## src/rtl/mem_port_arbiter_if.sv

```systemverilog
// Bus bundle between the fetch/data requesters, the arbiter and the shared memory.
// Byte lanes are big-endian: lane 0 carries bits [31:24] of the word.
interface mem_port_arbiter_if;
  logic        i_req;
  logic [31:0] i_addr;
  logic        i_gnt;
  logic        i_rvalid;
  logic [31:0] i_rdata;

  logic        d_req;
  logic        d_we;
  logic        d_byte;
  logic [31:0] d_addr;
  logic [31:0] d_wdata;
  logic        d_gnt;
  logic        d_rvalid;
  logic [31:0] d_rdata;

  logic [31:0] m_addr;
  logic [7:0]  m_wdata [4];
  logic        m_we;
  logic [7:0]  m_rdata [4];

  modport slave (
    input  i_req, i_addr, d_req, d_we, d_byte, d_addr, d_wdata, m_rdata,
    output i_gnt, i_rvalid, i_rdata, d_gnt, d_rvalid, d_rdata, m_addr, m_wdata, m_we
  );

  modport master (
    output i_req, i_addr, d_req, d_we, d_byte, d_addr, d_wdata, m_rdata,
    input  i_gnt, i_rvalid, i_rdata, d_gnt, d_rvalid, d_rdata, m_addr, m_wdata, m_we
  );
endinterface

```

## src/rtl/mem_port_arbiter.sv

```systemverilog
// Two-port (fetch/data) arbiter onto a single-ported memory with one-cycle read latency.
// Data wins contention until the fetch port has lost STARVE_LIMIT times in a row.
module mem_port_lane #(
  parameter int LANE = 0
) (
  input  logic       st_word,
  input  logic       st_rmw,
  input  logic [1:0] tgt,
  input  logic [7:0] wr_byte,
  input  logic [7:0] rd_byte,
  input  logic [7:0] mrg_byte,
  output logic [7:0] out_byte
);
  always_comb begin
    out_byte = '0;
    if (st_word)
      out_byte = wr_byte;
    else if (st_rmw)
      out_byte = (tgt == 2'(LANE)) ? mrg_byte : rd_byte;
  end
endmodule

module mem_port_arbiter #(
  parameter int STARVE_LIMIT = 3
) (
  input  logic                clk,
  input  logic                rst_b,
  mem_port_arbiter_if.slave   bus,
  output logic                busy
);
  localparam int NUM_LANES = 4;
  localparam int CW = (STARVE_LIMIT < 1) ? 1 : $clog2(STARVE_LIMIT + 1);
  localparam logic [CW-1:0] LIMIT = CW'(STARVE_LIMIT);

  typedef enum logic [1:0] {IDLE, IRD, DRD, RMW} state_t;

  state_t        state_q, state_d;
  logic [CW-1:0] starve_q, starve_d;
  logic [29:0]   waddr_q, waddr_d;
  logic [1:0]    lane_q, lane_d;
  logic          byte_q, byte_d;
  logic [7:0]    sbyte_q, sbyte_d;

  logic          arb_ok, pick_i, pick_d, st_word, st_rmw;
  logic [31:0]   rd_word;
  logic [7:0]    wlane [NUM_LANES];
  logic          unused_bits;

  // Grants are purely combinational so a requester sees acceptance in the same cycle.
  assign arb_ok  = !rst_b && (state_q == IDLE);
  assign pick_i  = arb_ok && bus.i_req && (!bus.d_req || (starve_q == LIMIT));
  assign pick_d  = arb_ok && bus.d_req && !pick_i;
  assign st_word = pick_d && bus.d_we && !bus.d_byte;
  assign st_rmw  = !rst_b && (state_q == RMW);

  assign bus.i_gnt = pick_i;
  assign bus.d_gnt = pick_d;
  assign bus.m_we  = st_word || st_rmw;
  assign busy      = (state_q != IDLE);

  assign rd_word = {bus.m_rdata[0], bus.m_rdata[1], bus.m_rdata[2], bus.m_rdata[3]};
  assign unused_bits = ^bus.i_addr[1:0];

  for (genvar g = 0; g < NUM_LANES; g++) begin : g_lane
    mem_port_lane #(.LANE(g)) u_lane (
      .st_word  (st_word),
      .st_rmw   (st_rmw),
      .tgt      (lane_q),
      .wr_byte  (bus.d_wdata[8*(NUM_LANES-1-g) +: 8]),
      .rd_byte  (bus.m_rdata[g]),
      .mrg_byte (sbyte_q),
      .out_byte (wlane[g])
    );
  end
  assign bus.m_wdata = wlane;

  always_ff @(posedge clk) begin
    if (rst_b) begin
      state_q  <= IDLE;
      starve_q <= '0;
      waddr_q  <= '0;
      lane_q   <= '0;
      byte_q   <= 1'b0;
      sbyte_q  <= '0;
    end else begin
      state_q  <= state_d;
      starve_q <= starve_d;
      waddr_q  <= waddr_d;
      lane_q   <= lane_d;
      byte_q   <= byte_d;
      sbyte_q  <= sbyte_d;
    end
  end

  always_comb begin
    state_d      = state_q;
    starve_d     = starve_q;
    waddr_d      = waddr_q;
    lane_d       = lane_q;
    byte_d       = byte_q;
    sbyte_d      = sbyte_q;
    bus.m_addr   = '0;
    bus.i_rvalid = 1'b0;
    bus.i_rdata  = '0;
    bus.d_rvalid = 1'b0;
    bus.d_rdata  = '0;
    case (state_q)
      IDLE: begin
        if (pick_i) begin
          bus.m_addr = {bus.i_addr[31:2], 2'b00};
          starve_d   = '0;
          state_d    = IRD;
        end else if (pick_d) begin
          bus.m_addr = {bus.d_addr[31:2], 2'b00};
          if (bus.i_req && (starve_q != LIMIT))
            starve_d = starve_q + 1'b1;
          waddr_d = bus.d_addr[31:2];
          lane_d  = bus.d_addr[1:0];
          byte_d  = bus.d_byte;
          sbyte_d = bus.d_wdata[7:0];
          if (!bus.d_we)
            state_d = DRD;
          else if (bus.d_byte)
            state_d = RMW;
        end
      end
      IRD: begin
        if (!rst_b) begin
          bus.i_rvalid = 1'b1;
          bus.i_rdata  = rd_word;
        end
        state_d = IDLE;
      end
      DRD: begin
        if (!rst_b) begin
          bus.d_rvalid = 1'b1;
          bus.d_rdata  = byte_q ? {24'b0, bus.m_rdata[lane_q]} : rd_word;
        end
        state_d = IDLE;
      end
      RMW: begin
        // Write back the word read last cycle with the stored byte merged in.
        bus.m_addr = {waddr_q, 2'b00};
        state_d    = IDLE;
      end
      default: state_d = IDLE;
    endcase
  end
endmodule

```

## src/flat_wrapper.sv

```systemverilog
// flat-port wrapper written by rule: the top's interface ports become plain ports
module mem_port_arbiter_flat 
#(
  parameter int STARVE_LIMIT = 3
)
  (clk, rst_b, busy, bus_i_req, bus_i_addr, bus_d_req, bus_d_we, bus_d_byte, bus_d_addr, bus_d_wdata, bus_m_rdata, bus_i_gnt, bus_i_rvalid, bus_i_rdata, bus_d_gnt, bus_d_rvalid, bus_d_rdata, bus_m_addr, bus_m_wdata, bus_m_we);
  mem_port_arbiter_if bus_i ();
  input  logic clk;
  input  logic rst_b;
  output logic busy;
  input wire logic [$bits(bus_i.i_req)-1:0] bus_i_req;
  input wire logic [$bits(bus_i.i_addr)-1:0] bus_i_addr;
  input wire logic [$bits(bus_i.d_req)-1:0] bus_d_req;
  input wire logic [$bits(bus_i.d_we)-1:0] bus_d_we;
  input wire logic [$bits(bus_i.d_byte)-1:0] bus_d_byte;
  input wire logic [$bits(bus_i.d_addr)-1:0] bus_d_addr;
  input wire logic [$bits(bus_i.d_wdata)-1:0] bus_d_wdata;
  input wire logic [$bits(bus_i.m_rdata)-1:0] bus_m_rdata;
  output wire logic [$bits(bus_i.i_gnt)-1:0] bus_i_gnt;
  output wire logic [$bits(bus_i.i_rvalid)-1:0] bus_i_rvalid;
  output wire logic [$bits(bus_i.i_rdata)-1:0] bus_i_rdata;
  output wire logic [$bits(bus_i.d_gnt)-1:0] bus_d_gnt;
  output wire logic [$bits(bus_i.d_rvalid)-1:0] bus_d_rvalid;
  output wire logic [$bits(bus_i.d_rdata)-1:0] bus_d_rdata;
  output wire logic [$bits(bus_i.m_addr)-1:0] bus_m_addr;
  output wire logic [$bits(bus_i.m_wdata)-1:0] bus_m_wdata;
  output wire logic [$bits(bus_i.m_we)-1:0] bus_m_we;
  assign bus_i.i_req = bus_i_req;
  assign bus_i.i_addr = bus_i_addr;
  assign bus_i.d_req = bus_d_req;
  assign bus_i.d_we = bus_d_we;
  assign bus_i.d_byte = bus_d_byte;
  assign bus_i.d_addr = bus_d_addr;
  assign bus_i.d_wdata = bus_d_wdata;
  assign bus_i.m_rdata = {>>{bus_m_rdata}};
  assign bus_i_gnt = bus_i.i_gnt;
  assign bus_i_rvalid = bus_i.i_rvalid;
  assign bus_i_rdata = bus_i.i_rdata;
  assign bus_d_gnt = bus_i.d_gnt;
  assign bus_d_rvalid = bus_i.d_rvalid;
  assign bus_d_rdata = bus_i.d_rdata;
  assign bus_m_addr = bus_i.m_addr;
  assign bus_m_wdata = {>>{bus_i.m_wdata}};
  assign bus_m_we = bus_i.m_we;
  mem_port_arbiter #(.STARVE_LIMIT(STARVE_LIMIT)) u_core (.clk(clk), .rst_b(rst_b), .bus(bus_i), .busy(busy));
endmodule
```

## config.mk

```make
export PLATFORM = sky130hd
export DESIGN_NAME = mem_port_arbiter_flat
export DESIGN_NICKNAME = d
export VERILOG_FILES = /design/src/rtl/mem_port_arbiter_if.sv /design/src/rtl/mem_port_arbiter.sv /design/src/flat_wrapper.sv
export SDC_FILE = /design/constraint.sdc
export NUM_CORES = 1
export LEC_CHECK = 0
export CORE_AREA = 2 2 108 110
export CTS_CLUSTER_SIZE = 12
export DETAILED_ROUTE_END_ITERATION = 8
export DIE_AREA = 0 0 110 112
export HOLD_SLACK_MARGIN = 0.1
export MAX_ROUTING_LAYER = met4
export PLACE_DENSITY = 0.82
export SLEW_MARGIN = 10
export SYNTH_ARGS = -nofsm -noshare
export SYNTH_HDL_FRONTEND = slang
export SYNTH_SLANG_ARGS = --single-unit
```

## constraint.sdc

```tcl
create_clock -name clk -period 2.4 [get_ports clk]
set_input_delay 0.48 -clock clk [delete_from_list [all_inputs] [get_ports clk]]
set_output_delay 0.48 -clock clk [all_outputs]
set_load 0.01 [all_outputs]
```

### Word level (Yosys, flattened, before mapping)

Cells that the tools add are included.

* input port bits: 134
* word-level logic and storage cells: 78
* output and inout port bits: 134
* bits in registers: 45

* equal/unequal tests: 10
* $add $sub $neg: 1
* reduce and logical (&&, ||, !) cells: 24
* muxes and demuxes: 34
* bitwise gates (word level): 2
* magnitude comparators: 1

Operators by type and width (number)
* 2-to-1 mux 32 bit: 7
* 2-to-1 mux 8 bit: 14
* case mux 32 bit (2 select lines): 1
* binary-select mux 8 bit (select 2 bit): 1
* 2-to-1 mux 2 bit: 7
* == test 2 bit, second input constant: 5
* logical AND 1 bit: 9
* AND reduction 3 bit: 2
* nonzero test 2 bit: 3
* == test 2 x 1 -> 1 bit, second input constant: 2
* zero test 1 bit: 4
* zero test 2 bit: 2
* inequality test 4 x 3 -> 1 bit, second input constant: 1
* case mux 2 bit (2 select lines): 1
* greater-or-equal comparator 3 bit, second input constant: 1
* 2-to-1 mux 1 bit: 3
* inequality test 3 x 1 -> 1 bit, second input constant: 1
* inverter 2 -> 3 bit: 1
* OR reduction 3 bit: 1
* adder 2 x 1 -> 2 bit, second input constant: 1
* logical OR 1 bit: 2
* inequality test 2 bit, second input constant: 1
* AND reduction 2 bit: 1
* inverter 1 bit: 1

### Logic depth before layout (Yosys ltp)

Gate-level depths: netlist (run 1).

* word-level depth: 9
* mapped depth: 7
* depth with buffers taken out: 6

### Modules after synthesis

A second synthesis (run 1) with hierarchy kept.

* cell total of the unflattened synthesis: 512
* area total of the unflattened synthesis: 3880.0 um2

By module, submodules not included
* mem_port_arbiter: sequential area each 900.9 um2, times used 1, area an instance 3126.7 um2, cells an instance 402
* mem_port_lane (u_core.g_lane[1].u_lane ...): sequential area each 0.0 um2, times used 2, area an instance 192.7 um2, cells an instance 28
* mem_port_lane (u_core.g_lane[3].u_lane): sequential area each 0.0 um2, times used 1, area an instance 186.4 um2, cells an instance 27
* mem_port_lane (u_core.g_lane[0].u_lane): sequential area each 0.0 um2, times used 1, area an instance 181.4 um2, cells an instance 27

### Worst setup path before layout (run 1)

OpenSTA, ideal clock, no wires.

* kind: flip-flop to output port
* start: register u_core.state_q[0]
* end: output bus_m_addr[10]
* setup slack: 441 ps
* path buffers: 1
* stages on the path, launching flop included: 7
* data required time: 1920 ps
* data arrival time: 1479 ps
* cell sequence: dfxtp_1 > inv_1 > ha_1 > nor3b_2 > and3_4 > buf_6 > a221o_1

* longest elaborated chain between the ends: 9
* elaborated cells between the ends (all ways): 11
* those cells by class: eq/ne (1); mux (3); reduce/logical (7)

RTL lines
* from (decl): RTL line mem_port_arbiter.sv:37 `state_t state_q, state_d;`
* from (signal assigned): RTL line mem_port_arbiter.sv:86 `state_q <= state_d;`
* zero test 2 bit: RTL line mem_port_arbiter.sv:50, mem_port_arbiter.sv:107
* logical AND 1 bit: RTL line mem_port_arbiter.sv:50 `assign arb_ok = !rst_b && (state_q == IDLE);`
* logical AND 1 bit (2 in series): RTL line mem_port_arbiter.sv:51 `assign pick_i = arb_ok && bus.i_req && (!bus.d_req || (starve_q == LIMIT));`
* zero test 1 bit: RTL line mem_port_arbiter.sv:52 `assign pick_d = arb_ok && bus.d_req && !pick_i;`
* logical AND 1 bit: RTL line mem_port_arbiter.sv:52
* 2-to-1 mux 32 bit: RTL line mem_port_arbiter.sv:113 `end else if (pick_d) begin`
* 2-to-1 mux 32 bit: RTL line mem_port_arbiter.sv:109 `if (pick_i) begin`
* case mux 32 bit (2 select lines) *: RTL line mem_port_arbiter.sv:107 `case (state_q)`
* to (decl): RTL line flat_wrapper.sv:25 `output wire logic [$bits(bus_i.m_addr)-1:0] bus_m_addr;`

Mark *: on every way between the ends. The rest lies on a longest branch, timed or not.

### Worst setup path in the final report (run 1)

* start: register u_core.state_q[0]
* end: output bus_m_wdata[2]

* longest elaborated chain between the ends: 9
* elaborated cells between the ends (all ways): 13
* those cells by class: eq/ne (1); mux (2); reduce/logical (10)

RTL lines
* zero test 2 bit: RTL line mem_port_arbiter.sv:50
* logical AND 1 bit: RTL line mem_port_arbiter.sv:50
* logical AND 1 bit (2 in series): RTL line mem_port_arbiter.sv:51
* zero test 1 bit: RTL line mem_port_arbiter.sv:52
* logical AND 1 bit: RTL line mem_port_arbiter.sv:52
* logical AND 1 bit (2 in series): RTL line mem_port_arbiter.sv:53 `assign st_word = pick_d && bus.d_we && !bus.d_byte;`
* 2-to-1 mux 8 bit *: RTL line mem_port_arbiter.sv:16 `if (st_word)`
* to (decl): RTL line flat_wrapper.sv:26 `output wire logic [$bits(bus_i.m_wdata)-1:0] bus_m_wdata;`

Marks and branches as above.

==> results of run 1 <==
==> flip-flops by register name, indices dropped and copies added (netlist names) <==
register	count
u_core.waddr_q	30
u_core.sbyte_q	8
u_core.lane_q	2
u_core.starve_q	2
u_core.state_q	2
u_core.byte_q	1
==> area by class of cell <==
class / instances / area [um^2] / share of cell area
Tap cell: 143 / 179 / 0.0235
Inverter: 5 / 18.8 / 0.00246
Timing Repair Buffer: 359 / 3320 / 0.436
Clock buffer: 7 / 133 / 0.0174
Clock inverter: 1 / 7.51 / 0.000984
Multi-Input combinational cell: 406 / 3050 / 0.400
Antenna cell: 2 / 5.00 / 0.000656
Sequential cell: 45 / 906 / 0.119
==> routing by layer <==
metal | GRT usage | vias to the layer above | part of all wire | routed length, um
li1 | - | 2558 | - | -
met1 | 0.333 | 2617 | 0.36 | 7410
met2 | 0.549 | 353 | 0.51 | 10500
met3 | 0.0574 | 62 | 0.079 | 1600
met4 | 0.177 | 0 | 0.046 | 930
met5 | - | - | 0 | 0
==> worst register-to-register path, stage by stage, from the launching register on <==
cell and delay (ns):
dfxtp_2 0.32, inv_2 0.07, ha_4 0.15, buf_4 0.12, nor2b_4 0.13, buf_4 0.41
nand3_1 0.22, a211oi_2 0.24
==> how the worst max path moves through the flow <==
| stage | start | to | slack, ns | cells past startpoint |
|---|---|---|---|---|
| 2_1_floorplan | u_core.state_q[0] | bus_m_addr[10] | 0.44 | 6 |
| 3_3_place_gp | bus_i_req | bus_m_wdata[22] | -0.64 | 6 |
| 3_5_place_dp | bus_d_byte | bus_m_wdata[25] | -0.67 | 6 |
| 4_1_cts | u_core.state_q[1] | bus_m_addr[28] | -0.08 | 9 |
| 5_1_grt | u_core.state_q[0] | bus_m_wdata[12] | -0.14 | 10 |
| 6_report | u_core.state_q[0] | bus_m_wdata[2] | -0.05 | 10 |
==> repair_timing <==
item,in CTS,in global routing
endpoints found under the setup margin,129,63
buffers inserted,22,7
pin swaps,7,11
hold endpoints to repair,0,0
cloned,8,2
gates resized for setup,374,53
==> power groups by stage <==
stage               combinational, W  sequential [W]  clock (W)
floorplan                   0.000572        0.000836          0
global placement             0.00121        0.000846          0
detailed placement           0.00123        0.000848          0
CTS                          0.00130        0.000835   0.000680
global route                 0.00145        0.000842   0.000721
finish                       0.00137        0.000838   0.000664
==> cells by family (layout without fill, tap and decap cells) <==
kind of cell,Yosys count,after routing,share of synthesized area
compound gates,169,169,0.289
other cells,1,4,0.000921
flops,45,45,0.221
simple gates,187,190,0.272
buf+inv,68,372,0.104
mux,40,40,0.0983
fa+ha+maj,5,5,0.0154
==> cells in the mapped netlist, types with 2 or more instances <==
cell type  number
nand3_1        74
and2_1         57
dfxtp_1        45
a21oi_1        44
mux2i_1        40
o31ai_1        32
and3_1         31
a221o_1        30
o21ai_1        22
o21ai_0        20
buf_2          18
clkbuf_1       18
buf_6          15
a22o_1          8
buf_4           8
o2bb2ai_1       8
nand2b_1        7
ha_1            5
inv_1           4
nor2b_1         4
nand2_1         3
buf_1           2
clkbuf_2        2
nor2_1          2
or3_1           2
==> per-stage QoR <==
stage          hold WS (ns)  instances
2_1_floorplan         0.436        516
3_3_place_gp          0.443        924
3_5_place_dp          0.461        924
4_1_cts               0.478        962
5_1_grt               0.498        968
6_report              0.480        968
==> layout by cell type (no fill, tap or decap), drive strengths merged, types with 3 or more instances in the layout <==
| master | netlist | layout |
|---|---|---|
| and3 | 32 | 35 |
| dlymetal6s2s | 0 | 4 |
| inv | 5 | 5 |
| a21oi | 45 | 45 |
| a22o | 8 | 8 |
| a221o | 30 | 30 |
| nor2 | 3 | 3 |
| dfxtp | 45 | 45 |
| and2 | 57 | 57 |
| buf | 43 | 158 |
| dlygate4sd2 | 0 | 59 |
| clkdlybuf4s50 | 0 | 129 |
| nor2b | 4 | 4 |
| mux2i | 40 | 40 |
| clkbuf | 20 | 13 |
| nand3 | 74 | 74 |
| nand2b | 8 | 8 |
| o2bb2ai | 8 | 8 |
| o21ai | 42 | 42 |
| o31ai | 32 | 32 |
| ha | 5 | 5 |
| nand2 | 4 | 4 |
==> summary.txt, run 1 <==
Route
  • Vias per inst: 5.77
  • Routed wire length: 20400 um
  • DR pass1 iterations: 5
  • DRT antenna net count: 0
  • DR iter-0 viols: 516
  • Vias: 5590
  • Detailed-route DRC error count: 0
  • DR WL/cell: 21.1 um

Placement
  • Placed inst area: 7090 um^2
  • Detailed placement HPWL: 13700 um
  • Pre-CTS setup slack: -0.668 ns
  • Port Buf Inserts: 263
  • Placer's final routability congestion estimate: 0.988

Flow run
  • Maximum Capacitance Violations: 0

Cells and area
  • Synth-to-layout area growth: 87.3%
  • Filler instances: 923
  • Post-Layout Inst Area: 7630 um^2
  • Layout cell share with drive strength beyond 1: 0.276
  • Final net count: 961
  • Final Util: 0.682

Floorplan
  • Die area: 12300 um^2
  • Num ports: 268
  • Row count: 39
  • Die X: 110 um
  • CORE AREA: 11200 um^2
  • Die Y: 112 um
  • Initial Util: 0.364

Hold path
  • Min-Delay Endpoint: u_core.waddr_q[28]
  • Hold Crit Class: register to register
  • Hold path cells: 2
  • Hold path start: u_core.waddr_q[28]

Setup path
  • CP Buf/Inv Count: 6
  • FF-to-FF path depth: 7
  • Delay-heaviest family, CP: buffers and inverters
  • Endpoint of the most critical register-to-register path: u_core.state_q[1]
  • Critical path peak fanout: 7
  • R2r setup slk: 0.65 ns
  • Worst path required time: 1.92 ns
  • CP arrival: 1.97 ns
  • Worst Setup End Kind: output port
  • Most used cell, CP: buf_6
  • Crit-path slowest cell: dfxtp_2
  • Reg2Reg Launch Point: u_core.state_q[0]
  • CP Cell Sequence: inv_2 -> ha_4 -> buf_6 -> nor4bb_4 -> buf_4 -> buf_6 -> clkbuf_16 -> nand3_1 -> o31ai_1 -> buf_2
  • Worst Setup Path Type: register to output port
  • Startpoint types: register
  • Crit-path max cell delay: 0.32 ns

Power
  • Clock power frac: 0.231
  • Int Power: 0.00191 W
  • Maximum VDD drop: 0.324 mV
  • PD cells: 376 nW/um^2
  • Net Sw Frac: 0.334
  • Pleak: 3.71 nW
  • Sequential power share: 0.292
  • Total Power: 0.00287 W
  • P_sw: 0.000960 W
  • Logic pwr share: 0.476

Yosys
  • Syn Area/Cell: 7.91 um^2
  • Register bit total from synthesis: 45
  • Synth top area share: 0.221
  • Netlist Area Pre-Place: 4070 um^2
  • Top cells by area, synth: dfxtp_1 (22%), mux2i_1 (9.8%), nand3_1 (9.1%)
  • Synth area leader: dfxtp_1
  • Ys Warns: 0
  • Synth unique cells: 39
  • Seq/Total Area, Yosys: 0.221
  • Synth Flop Type: dfxtp_1
  • Post-synth EDFFs: 0
  • Fraction of registers with async set/reset: 0
  • Post-synthesis cell count: 515

Clock network
  • Clock transition at path regs: 0.06 ns
  • CTS Buf Count: 5
  • CTS root buffer: clkbuf_16
  • H-tree depth: 2
  • Worst-skew pair later-pin latency: 0.28 ns
  • Clk sinks: 45
  • Cts hold-fix bufs: 0
  • Clock Tree Buf Depth: 2
  • CTS tree: done

GRT
  • Largest net degree at the start of global routing: 45
  • Global-route wire length before repair: 29400 um
  • GR Overflow Total: 0
  • Vias in the first global route: 5468
  • GR Util All Layers: 0.317
  • Initial antenna violation count: 2

STA
  • Hold Vio Cnt, Final: 0
  • Setup violators final: 11
  • Final Max Tran Viols: 0
  • Tmin final: 2.45 ns
  • Worst Clk Skew: 0.00920 ns
  • Max Freq: 0.409 GHz
  • Final period util: 1.02
  • RSZ-0062 raised after global routing: true
  • Crit path setup slack, layout: -0.0470 ns
  • Sum Neg Setup Slack: -0.315 ns

Outcome
  • Failing checks: negative setup slack
  • Status: finished with violations
Power figures use the tool's default switching activity.
==> run 2: changes to the inputs <==
SKIP_CTS_REPAIR_TIMING = 1   (was unset)
==> run 2 against run 1 <==
Against the previous run:
- the run still ends with negative setup slack left
- total power grew 5.8%
- clock power grew 2%
- cell count is 2.0% higher
- worst setup slack got worse by 0.16 ns
- critical path type unchanged
==> summary.txt, run 2 (synthesis gave the netlist of run 1 again) <==
Outcome
  • Status: finished with violations
  • Failing checks: negative setup slack

Power
  • Pleak: 4.77 nW (+29%)
  • Clock power frac: 0.222 (-0.009)
  • Sequential power share: 0.277 (-0.015)
  • Net Sw Frac: 0.346 (+0.0113)
  • PD cells: 364 nW/um^2 (-3.3%)
  • Maximum VDD drop: 0.315 mV (-3.0%)
  • Int Power: 0.00199 W (+4.0%)
  • Logic pwr share: 0.502 (+0.026)
  • P_sw: 0.00105 W (+9.4%)

Floorplan
  • Die Y: 112 um (unchanged)
  • Die X: 110 um (unchanged)
  • Die area: 12300 um^2 (unchanged)
  • Num ports: 268 (unchanged)
  • Initial Util: 0.364 (unchanged)
  • Row count: 39 (unchanged)
  • CORE AREA: 11200 um^2 (unchanged)

Clock network
  • CTS root buffer: clkbuf_16
  • H-tree depth: 2 (unchanged)
  • Clock transition at path regs: 0.06 ns (about the same)
  • CTS Buf Count: 5 (unchanged)
  • CTS tree: done
  • Worst-skew pair later-pin latency: 0.29 ns (about the same)
  • Clk sinks: 45 (unchanged)
  • Clock Tree Buf Depth: 2 (unchanged)

Route
  • Routed wire length: 22800 um (+12%)
  • Detailed-route DRC error count: 0 (unchanged)
  • DR iter-0 viols: 514 (-0.39%)
  • DR pass1 iterations: 5 (unchanged)
  • DR WL/cell: 23.1 um (+9.8%)
  • DRT antenna net count: 0 (unchanged)
  • Vias: 5935 (+6.2%)
  • Vias per inst: 6.01 (+4.1%)

GRT
  • Largest net degree at the start of global routing: 45 (unchanged)
  • Global-route wire length before repair: 26500 um (-9.6%)
  • Vias in the first global route: 5019 (-8.2%)
  • Initial antenna violation count: 3 (+1)
  • GR Util All Layers: 0.283 (-0.0347)
  • GR Overflow Total: 0 (unchanged)

STA
  • Final Max Tran Viols: 0 (unchanged)
  • Tmin final: 2.60 ns (+0.156 ns)
  • Max Freq: 0.384 GHz (-6.0%)
  • Crit path setup slack, layout: -0.203 ns (-0.156 ns)
  • Final period util: 1.08 (+0.0650)
  • Setup violators final: 52 (+41)
  • Hold Vio Cnt, Final: 0 (unchanged)
  • Worst Clk Skew: 0.00672 ns (-0.00248 ns)
  • RSZ-0062 raised after global routing: true

Cells and area
  • Synth-to-layout area growth: 105%
  • Layout cell share with drive strength beyond 1: 0.303 (+0.0274)
  • Most flops, register: u_core.waddr_q
  • Most common cell after layout, fill and taps aside: clkdlybuf4s50_1
  • Final Util: 0.747 (+0.0644)
  • Final net count: 979 (+1.9%)
  • Most frequent cells in the layout: clkdlybuf4s50_1 (128), buf_4 (74), dlymetal6s2s_1 (71), nand3_1 (61), and2_1 (57)
  • Largest registers: u_core.waddr_q x30, u_core.sbyte_q x8
  • Filler instances: 761 (-18%)
  • Max reg flops: 30 (unchanged)

Placement
  • Placer's final routability congestion estimate: 0.988 (unchanged)
  • Port Buf Inserts: 263 (unchanged)
  • Detailed placement HPWL: 13700 um (unchanged)
  • Pre-CTS setup slack: -0.668 ns (unchanged)

Setup path
  • Worst path required time: 1.92 ns (about the same)
  • Critical path peak fanout: 7 (unchanged)
  • Worst Setup Path Type: register to output port
  • Worst Setup End Kind: output port
  • Startpoint types: register
  • CP arrival: 2.12 ns (+0.15 ns)

Flow run
  • Maximum Capacitance Violations: 0 (unchanged)

Hold path
  • Hold Crit Class: register to register
==> run 2: changes by cell type in the layout (fill, tap and decap cells not counted), sizes merged <==
| cell | previous run | this run |
|---|---|---|
| buf | 158 | 162 |
| bufbuf | 2 | 0 |
| clkbuf | 13 | 23 |
| clkdlybuf4s15 | 1 | 0 |
| clkdlybuf4s50 | 129 | 128 |
| diode | 2 | 3 |
| dlygate4sd2 | 59 | 0 |
| dlymetal6s2s | 4 | 71 |
==> run 2: cell type report <==
type	count	area (um^2)	share of cell area
Clock inverter	1	7.51	0.000900
Timing Repair Buffer	377	3830	0.459
Tap cell	143	179	0.0214
Clock buffer	7	133	0.0159
Inverter	5	18.8	0.00225
Antenna cell	3	7.51	0.000900
Sequential cell	45	906	0.109
Multi-Input combinational cell	406	3270	0.391
==> run 2: critical path, stage by stage (launching register included) <==
cell and delay, ns:
dfxtp_2 0.34, inv_2 0.05, buf_6 0.11, ha_4 0.16, buf_4 0.14, nand2b_4 0.07, nor3_4 0.05, buf_12 0.13
buf_16 0.15, o31ai_2 0.40, buf_2 0.22
==> run 2: path summary, 6_finish.rpt <==
check	end	cells after the start	start	slack [ns]
max	bus_m_wdata[25]	10	u_core.state_q[0]	-0.20
min	u_core.waddr_q[4]	2	u_core.waddr_q[4]	0.48
max reg2reg	u_core.state_q[1]	9	u_core.state_q[0]	0.39
min reg2reg	u_core.waddr_q[4]	2	u_core.waddr_q[4]	0.48
==> run 2: routing by layer <==
layer / GRT usage / share of wire / vias up / routed length (um)
li1: - / - / 2594 / -
met4: 0.126 / 0.060 / 0 / 1370
met2: 0.493 / 0.50 / 446 / 11300
met5: - / 0 / - / 0
met3: 0.0468 / 0.10 / 110 / 2280
met1: 0.309 / 0.34 / 2785 / 7850
==> run 2: power by group through the flow <==
stage	combinational, W	sequential [W]	clock, W
after global placement	0.00121	0.000846	0
after floorplan	0.000572	0.000836	0
after global routing	0.00160	0.000843	0.000722
after CTS	0.00124	0.000832	0.000680
final	0.00152	0.000840	0.000674
after detailed placement	0.00123	0.000848	0
==> run 2: metrics by stage <==
stage               std cells  setup TNS (ns)  area, um^2  total power, W  hold WS, ns
floorplan                 516               0        4080         0.00141        0.436
global placement          924          -28.18        7090         0.00205        0.443
detailed placement        924          -30.77        7090         0.00208        0.461
CTS                       932          -37.15        7230         0.00275        0.470
global route              987           -8.30        8350         0.00316        0.498
finish                    987           -4.66        8350         0.00304        0.480
